===== config.mk =====
export PLATFORM = sky130hd
export DESIGN_NAME = obb_integrator
export DESIGN_NICKNAME = d
export VERILOG_FILES = /design/src/rtl/obb_integrator.sv
export SDC_FILE = /design/constraint.sdc
export NUM_CORES = 2
export LEC_CHECK = 0
export ABC_CLOCK_PERIOD_IN_PS = 59300
export CAP_MARGIN = 0
export CORE_ASPECT_RATIO = 0.75
export CORE_UTILIZATION = 50
export DETAILED_ROUTE_END_ITERATION = 10
export HOLD_SLACK_MARGIN = 0.08
export PLACE_DENSITY = 0.7
export SYNTH_ARGS = -nofsm -noshare
export SYNTH_HDL_FRONTEND = slang
export SYNTH_SLANG_ARGS = --single-unit

===== constraint.sdc =====
create_clock -name clk_i -period 59.3 [get_ports clk_i]
set_input_delay 11.86 -clock clk_i [delete_from_list [all_inputs] [get_ports clk_i]]
set_output_delay 11.86 -clock clk_i [all_outputs]
set_load 0.1 [all_outputs]

===== src/rtl/obb_integrator.sv =====
// Physics-step integrator feeding the OBB state register's parallel-load port.
// Snapshots state and impulses, then multiplies, updates velocity and position, and writes back.
module obb_integrator #(
  parameter int GRAVITY          = 0,
  parameter int ANGLE_HALF_RANGE = 402
) (
  input  logic        clk_i,
  input  logic        reset_i,
  input  logic        start_i,
  input  logic [23:0] imp_x_i,
  input  logic [23:0] imp_y_i,
  input  logic [15:0] ang_imp_i,
  input  logic [7:0]  width_i,
  input  logic [7:0]  height_i,
  input  logic [15:0] inertia_i,
  input  logic [15:0] inv_mass_i,
  input  logic [23:0] inv_inertia_i,
  input  logic [23:0] pos_x_i,
  input  logic [23:0] pos_y_i,
  input  logic [23:0] vel_x_i,
  input  logic [23:0] vel_y_i,
  input  logic [10:0] angle_i,
  input  logic [10:0] omega_i,
  output logic [7:0]  ld_width_o,
  output logic [7:0]  ld_height_o,
  output logic [15:0] ld_inertia_o,
  output logic [15:0] ld_inv_mass_o,
  output logic [23:0] ld_inv_inertia_o,
  output logic [23:0] ld_pos_x_o,
  output logic [23:0] ld_pos_y_o,
  output logic [23:0] ld_vel_x_o,
  output logic [23:0] ld_vel_y_o,
  output logic [10:0] ld_angle_o,
  output logic [10:0] ld_omega_o,
  output logic        load_o,
  output logic        busy_o,
  output logic        done_o
);

  // state   | meaning
  // S_IDLE  | waiting for start; snapshot taken on the accepting edge
  // S_MUL   | impulse * inverse mass / inertia products registered
  // S_VEL   | new linear and angular velocities registered
  // S_POS   | new position and wrapped angle written into the ld_* bus
  // S_WRITE | load/done strobe for one cycle
  typedef enum logic [2:0] {
    S_IDLE,
    S_MUL,
    S_VEL,
    S_POS,
    S_WRITE
  } state_t;

  localparam logic signed [48:0] GRAV_EXT = 49'(GRAVITY);
  localparam logic signed [11:0] ANG_HALF = 12'(ANGLE_HALF_RANGE);
  localparam logic signed [11:0] ANG_SPAN = 12'(2 * ANGLE_HALF_RANGE);

  state_t state_q, state_d;
  logic   snap_en;

  // Snapshot of register state and impulses
  logic [7:0]  width_q, height_q;
  logic [15:0] inertia_q, inv_mass_q;
  logic [23:0] inv_inertia_q;
  logic [23:0] pos_x_q, pos_y_q, vel_x_q, vel_y_q;
  logic [10:0] angle_q, omega_q;
  logic [23:0] imp_x_q, imp_y_q;
  logic [15:0] ang_imp_q;

  // Pipeline registers
  logic signed [47:0] prod_x_q, prod_y_q;
  logic signed [39:0] prod_w_q;
  logic [23:0]        vel_x_new_q, vel_y_new_q;
  logic [10:0]        omega_new_q;

  // Output bus registers
  logic [7:0]  ld_width_q, ld_height_q;
  logic [15:0] ld_inertia_q, ld_inv_mass_q;
  logic [23:0] ld_inv_inertia_q;
  logic [23:0] ld_pos_x_q, ld_pos_y_q, ld_vel_x_q, ld_vel_y_q;
  logic [10:0] ld_angle_q, ld_omega_q;

  // Combinational datapath
  logic signed [47:0] prod_x_d, prod_y_d;
  logic signed [39:0] prod_w_d;
  logic signed [48:0] sum_vx, sum_vy;
  logic signed [17:0] sum_w;
  logic signed [24:0] sum_px, sum_py;
  logic signed [11:0] ang_raw, ang_wrap;
  logic [23:0]        vel_x_d, vel_y_d, pos_x_d, pos_y_d;
  logic [10:0]        omega_d, angle_d;

  function automatic logic [23:0] sat24(input logic signed [48:0] v);
    if (v > 49'sd8388607) begin
      return 24'h7FFFFF;
    end else if (v < -49'sd8388608) begin
      return 24'h800000;
    end
    return v[23:0];
  endfunction

  function automatic logic [10:0] sat11(input logic signed [17:0] v);
    if (v > 18'sd1023) begin
      return 11'h3FF;
    end else if (v < -18'sd1024) begin
      return 11'h400;
    end
    return v[10:0];
  endfunction

  always_comb begin
    state_d = state_q;
    snap_en = 1'b0;
    load_o  = 1'b0;
    done_o  = 1'b0;
    busy_o  = 1'b1;
    unique case (state_q)
      S_IDLE: begin
        busy_o = 1'b0;
        if (start_i) begin
          snap_en = 1'b1;
          state_d = S_MUL;
        end
      end
      S_MUL:   state_d = S_VEL;
      S_VEL:   state_d = S_POS;
      S_POS:   state_d = S_WRITE;
      S_WRITE: begin
        load_o  = 1'b1;
        done_o  = 1'b1;
        state_d = S_IDLE;
      end
      default: begin
        busy_o  = 1'b0;
        state_d = S_IDLE;
      end
    endcase
  end

  // Inverse mass and inverse inertia are unsigned magnitudes; zero-extend before the signed multiply
  always_comb begin
    prod_x_d = $signed(imp_x_q) * $signed({1'b0, inv_mass_q});
    prod_y_d = $signed(imp_y_q) * $signed({1'b0, inv_mass_q});
    prod_w_d = $signed(ang_imp_q) * $signed({1'b0, inv_inertia_q});

    sum_vx  = {{25{vel_x_q[23]}}, vel_x_q} + {{15{prod_x_q[47]}}, prod_x_q[47:14]};
    sum_vy  = {{25{vel_y_q[23]}}, vel_y_q} + {{15{prod_y_q[47]}}, prod_y_q[47:14]} + GRAV_EXT;
    sum_w   = {{7{omega_q[10]}}, omega_q} + {prod_w_q[39], prod_w_q[39:23]};
    vel_x_d = sat24(sum_vx);
    vel_y_d = sat24(sum_vy);
    omega_d = sat11(sum_w);

    // Position uses the freshly updated velocity (semi-implicit Euler)
    sum_px  = {pos_x_q[23], pos_x_q} + {{4{vel_x_new_q[23]}}, vel_x_new_q[23:3]};
    sum_py  = {pos_y_q[23], pos_y_q} + {{4{vel_y_new_q[23]}}, vel_y_new_q[23:3]};
    pos_x_d = sat24(49'(sum_px));
    pos_y_d = sat24(49'(sum_py));

    ang_raw  = {angle_q[10], angle_q} + {omega_new_q[10], omega_new_q};
    ang_wrap = ang_raw;
    if (ang_raw > ANG_HALF) begin
      ang_wrap = ang_raw - ANG_SPAN;
    end else if (ang_raw < -ANG_HALF) begin
      ang_wrap = ang_raw + ANG_SPAN;
    end
    angle_d = ang_wrap[10:0];
  end

  logic unused_lsbs;
  assign unused_lsbs = ^{prod_x_q[13:0], prod_y_q[13:0], prod_w_q[22:0], ang_wrap[11]};

  always_ff @(posedge clk_i) begin
    if (snap_en) begin
      width_q       <= width_i;
      height_q      <= height_i;
      inertia_q     <= inertia_i;
      inv_mass_q    <= inv_mass_i;
      inv_inertia_q <= inv_inertia_i;
      pos_x_q       <= pos_x_i;
      pos_y_q       <= pos_y_i;
      vel_x_q       <= vel_x_i;
      vel_y_q       <= vel_y_i;
      angle_q       <= angle_i;
      omega_q       <= omega_i;
      imp_x_q       <= imp_x_i;
      imp_y_q       <= imp_y_i;
      ang_imp_q     <= ang_imp_i;
    end
    if (state_q == S_MUL) begin
      prod_x_q <= prod_x_d;
      prod_y_q <= prod_y_d;
      prod_w_q <= prod_w_d;
    end
    if (state_q == S_VEL) begin
      vel_x_new_q <= vel_x_d;
      vel_y_new_q <= vel_y_d;
      omega_new_q <= omega_d;
    end
  end

  always_ff @(posedge clk_i) begin
    if (reset_i) begin
      state_q          <= S_IDLE;
      ld_width_q       <= '0;
      ld_height_q      <= '0;
      ld_inertia_q     <= '0;
      ld_inv_mass_q    <= '0;
      ld_inv_inertia_q <= '0;
      ld_pos_x_q       <= '0;
      ld_pos_y_q       <= '0;
      ld_vel_x_q       <= '0;
      ld_vel_y_q       <= '0;
      ld_angle_q       <= '0;
      ld_omega_q       <= '0;
    end else begin
      state_q <= state_d;
      if (state_q == S_POS) begin
        ld_width_q       <= width_q;
        ld_height_q      <= height_q;
        ld_inertia_q     <= inertia_q;
        ld_inv_mass_q    <= inv_mass_q;
        ld_inv_inertia_q <= inv_inertia_q;
        ld_pos_x_q       <= pos_x_d;
        ld_pos_y_q       <= pos_y_d;
        ld_vel_x_q       <= vel_x_new_q;
        ld_vel_y_q       <= vel_y_new_q;
        ld_angle_q       <= angle_d;
        ld_omega_q       <= omega_new_q;
      end
    end
  end

  assign ld_width_o       = ld_width_q;
  assign ld_height_o      = ld_height_q;
  assign ld_inertia_o     = ld_inertia_q;
  assign ld_inv_mass_o    = ld_inv_mass_q;
  assign ld_inv_inertia_o = ld_inv_inertia_q;
  assign ld_pos_x_o       = ld_pos_x_q;
  assign ld_pos_y_o       = ld_pos_y_q;
  assign ld_vel_x_o       = ld_vel_x_q;
  assign ld_vel_y_o       = ld_vel_y_q;
  assign ld_angle_o       = ld_angle_q;
  assign ld_omega_o       = ld_omega_q;

endmodule


==> out/results.tsv <==
stage	metric	value	unit
placement	IO Port Bufs	449	
run	max_cap viols	0	
worst_setup_path	CP Buf/Inv Count	1	
clock_network	clk_lat worst skew	670	ps
synth	Cell variety after synth	94	
sta	setup TNS	0	ps
sta	Worst Max-Slew Pin Slew	1330	ps
synth	EDFF count, synth	384	
detailed_routing	Routed WL per cell	19.7	um
worst_setup_path	R2R Setup Slk	51110	ps
placement	DP HPWL	128000	um
global_route	vias in the first global route	48300	
global_route	largest net degree at the start of global routing	129	
synth	FFs w/ async S/R, synth	0	%
global_route	initial antenna violation count	20	
sta	Tcrit/Tclk final	24.6	%
detailed_routing	Detailed Route Iter0 Violations	3398	
sta	relative slew slack	11.1	%
clock_network	post-CTS setup buffer count	0	
clock_network	hold_buf cts	0	
global_route	GRT overflow	0	
sta	RSZ-0062 raised after global routing	false	
clock_network	H-tree depth	3	
worst_setup_path	CP Data Required Time	47440	ps
clock_network	clk sinks	577	
synth	post-synthesis area per instance	9.79	um^2
clock_network	CTS root buf	clkbuf_16	
worst_setup_path	CP Data Arrival Time	2710	ps
sta	Final min period	14570	ps
detailed_routing	DRT antenna net count	0	
synth	Cells after Synth	6554	
cells_and_area	layout cells sized above 1	3.04	%
clock_network	Clock transition at path regs	60	ps
worst_setup_path	Startpoint Class	register	
cells_and_area	layout net count	8626	
floorplan	Boundary Pins	450	
worst_setup_path	kind of critical path	register to output pin	
synth	Yosys reg bits	577	
hold_path	worst min path class	register to register	
floorplan	die area	130000	um^2
synth	sequential share of the synthesized area	24.0	%
synth	Post-Syn Area	64200	um^2
synth	largest area contributor in the netlist	fa_1	
clock_network	Max clock buf depth	3	
detailed_routing	via count	46200	
worst_setup_path	CP Capture Type	output pin	
worst_setup_path	worst-path cell chain	nor2_1, xnor2_1, clkdlybuf4s50_1	
cells_and_area	area delta synth->final	12.9	%
detailed_routing	Routed Wire Length	169000	um
global_route	all-layer global routing usage	26.6	%
sta	Final Max Slew Viols	0	
worst_setup_path	Critical Path Slowest Stage Cell	clkdlybuf4s50_1	
cells_and_area	filler instances	11000	
clock_network	CTS tree	yes	
global_route	first-pass GRT wire length	269000	um
floorplan	Initial Util	50.5	%
floorplan	FP Rows	113	
detailed_routing	DR pass1 iterations	6	
synth	Synth top area share	33.1	%
synth	syn_nets	8333	
synth	yosys warns	0	
clock_network	post-cts repair resize count	0	
worst_setup_path	delay-heaviest family, CP	buffers and inverters	
worst_setup_path	critical path's largest stage delay	1190	ps
worst_setup_path	CP max FO	8	
detailed_routing	DRC viols	0	
synth	most area-consuming cells after synthesis	fa_1, edfxtp_1, ha_1, inv_1, dfxtp_1	
floorplan	die height	312	um
sta	# setup viols final	0	
sta	final-report hold violation count	0	
sta	clk_skew	52.7	ps
floorplan	Core ar.	127000	um^2
sta	Max Freq	0.0686	GHz
clock_network	Inserted Clock Buffers	66	
floorplan	Die Width	416	um
placement	Placer Congestion	0.890	
synth	ys flop type	edfxtp_1	
detailed_routing	drt via density	5.38	
outcome	status	completed	
-- cells in the mapped netlist, types with 7 or more instances --
master,count
xor2_1,81
or3_1,13
a31o_2,7
and4_1,8
a21oi_1,281
nand2_1,1023
nor3_1,33
maj3_1,31
nor2_1,151
a31oi_1,19
o21bai_1,21
o21ai_0,127
ha_1,461
inv_1,1323
nand4_1,19
and3_1,25
fa_1,1061
xnor2_1,107
nor2b_1,24
a21boi_0,12
nand2b_1,29
a211oi_1,69
a21o_1,90
o21a_1,23
a211o_1,10
and2_1,453
nand3_1,30
o21ai_1,15
dfxtp_1,193
edfxtp_1,384
clkbuf_1,266
o211ai_1,17
-- flip-flops by register name, summed over array words and instances (netlist names), 16 cells and up --
name and cells:
prod_x_q 27, prod_y_q 27, imp_x_q 24, imp_y_q 24, inv_inertia_q 24, ld_inv_inertia_o 24, ld_pos_x_o 24, ld_pos_y_o 24
ld_vel_x_o 24, ld_vel_y_o 24, pos_x_q 24, pos_y_q 24, vel_x_new_q 24, vel_x_q 24, vel_y_new_q 24, vel_y_q 24
prod_w_q 17, ang_imp_q 16, inertia_q 16, inv_mass_q 16, ld_inertia_o 16, ld_inv_mass_o 16
-- tightest hold or removal path, stage by stage (launching register included) --
cell and delay (ps):
dfxtp_1 310, nand2_1 50, a21oi_1 50
-- cell families (layout without fill, tap and decap cells) --
family	count (synthesis)	count (layout)	share of synthesized area, %
xor+xnor	188	188	2.57
compound gates	792	792	8.06
simple gates	1839	1839	13.3
other cells	0	12	0
fa+ha+maj	1553	1553	42.6
mux	4	4	0.0624
buf+inv	1601	1948	9.41
flops	577	577	24.0
-- per-stage QoR --
stage	setup WS [ps]	cells	utilization, %	hold WS (ps)	instance area (um^2)
2_1_floorplan	20490	6554	-	471	64200
3_5_place_dp	44620	8446	55.2	446	70100
5_1_grt	44590	8578	57.1	476	72500
6_report	44730	8580	57.1	454	72500
3_3_place_gp	44670	8446	55.2	443	70100
4_1_cts	44640	8568	57.0	454	72400
-- final cells by class --
type                            instances  area [um^2]  share of cell area [%]
Multi-Input combinational cell       4376        42800                    59.0
Inverter                             1323         4970                    6.85
Sequential cell                       577        15400                    21.2
Clock inverter                         31          428                   0.591
Antenna cell                           12         30.0                  0.0414
Timing Repair Buffer                  503         4910                    6.78
Clock buffer                           91         1890                    2.61
Tap cell                             1667         2090                    2.88
-- per-layer routing --
layer,GRT usage [%],vias up,share of wire [%]
met3,5.66,296,8.6
met2,40.9,1829,44
li1,-,21000,-
met4,8.79,12,3.1
met1,37.6,23100,44
met5,0,-,0.034
-- worst paths after layout --
path                        start              endpoint  cells after the start
max                    state_q[0]                busy_o                      3
min          ld_inv_inertia_o[18]  ld_inv_inertia_o[18]                      2
max reg2reg         inv_mass_q[3]          prod_x_q[40]                     23
min reg2reg  ld_inv_inertia_o[18]  ld_inv_inertia_o[18]                      2
-- placed cells by master (no fill, tap or decap), types with 10 or more instances in the layout --
cell type	count
xnor2_1	107
dfxtp_1	193
buf_4	53
nand4_1	19
ha_1	461
clkdlybuf4s50_1	448
nand3_1	30
nor2b_1	24
and2_1	453
o21a_1	23
o21ai_0	127
o21bai_1	21
a31oi_1	18
nand2_1	1023
clkbuf_16	69
xor2_1	81
edfxtp_1	384
inv_1	1323
nand2b_1	29
a211oi_1	68
a21o_1	90
maj3_1	31
and3_1	25
diode_2	12
nor3_1	33
fa_1	1061
nor2_1	151
or3_1	13
o211ai_1	17
clkbuf_1	14
a21oi_1	281
o21ai_1	15
a21boi_0	12
a211o_1	10
Power is left out: the tool's default activity adds up to more than one toggle a clock period on the data nets, which glitch-free logic cannot reach.
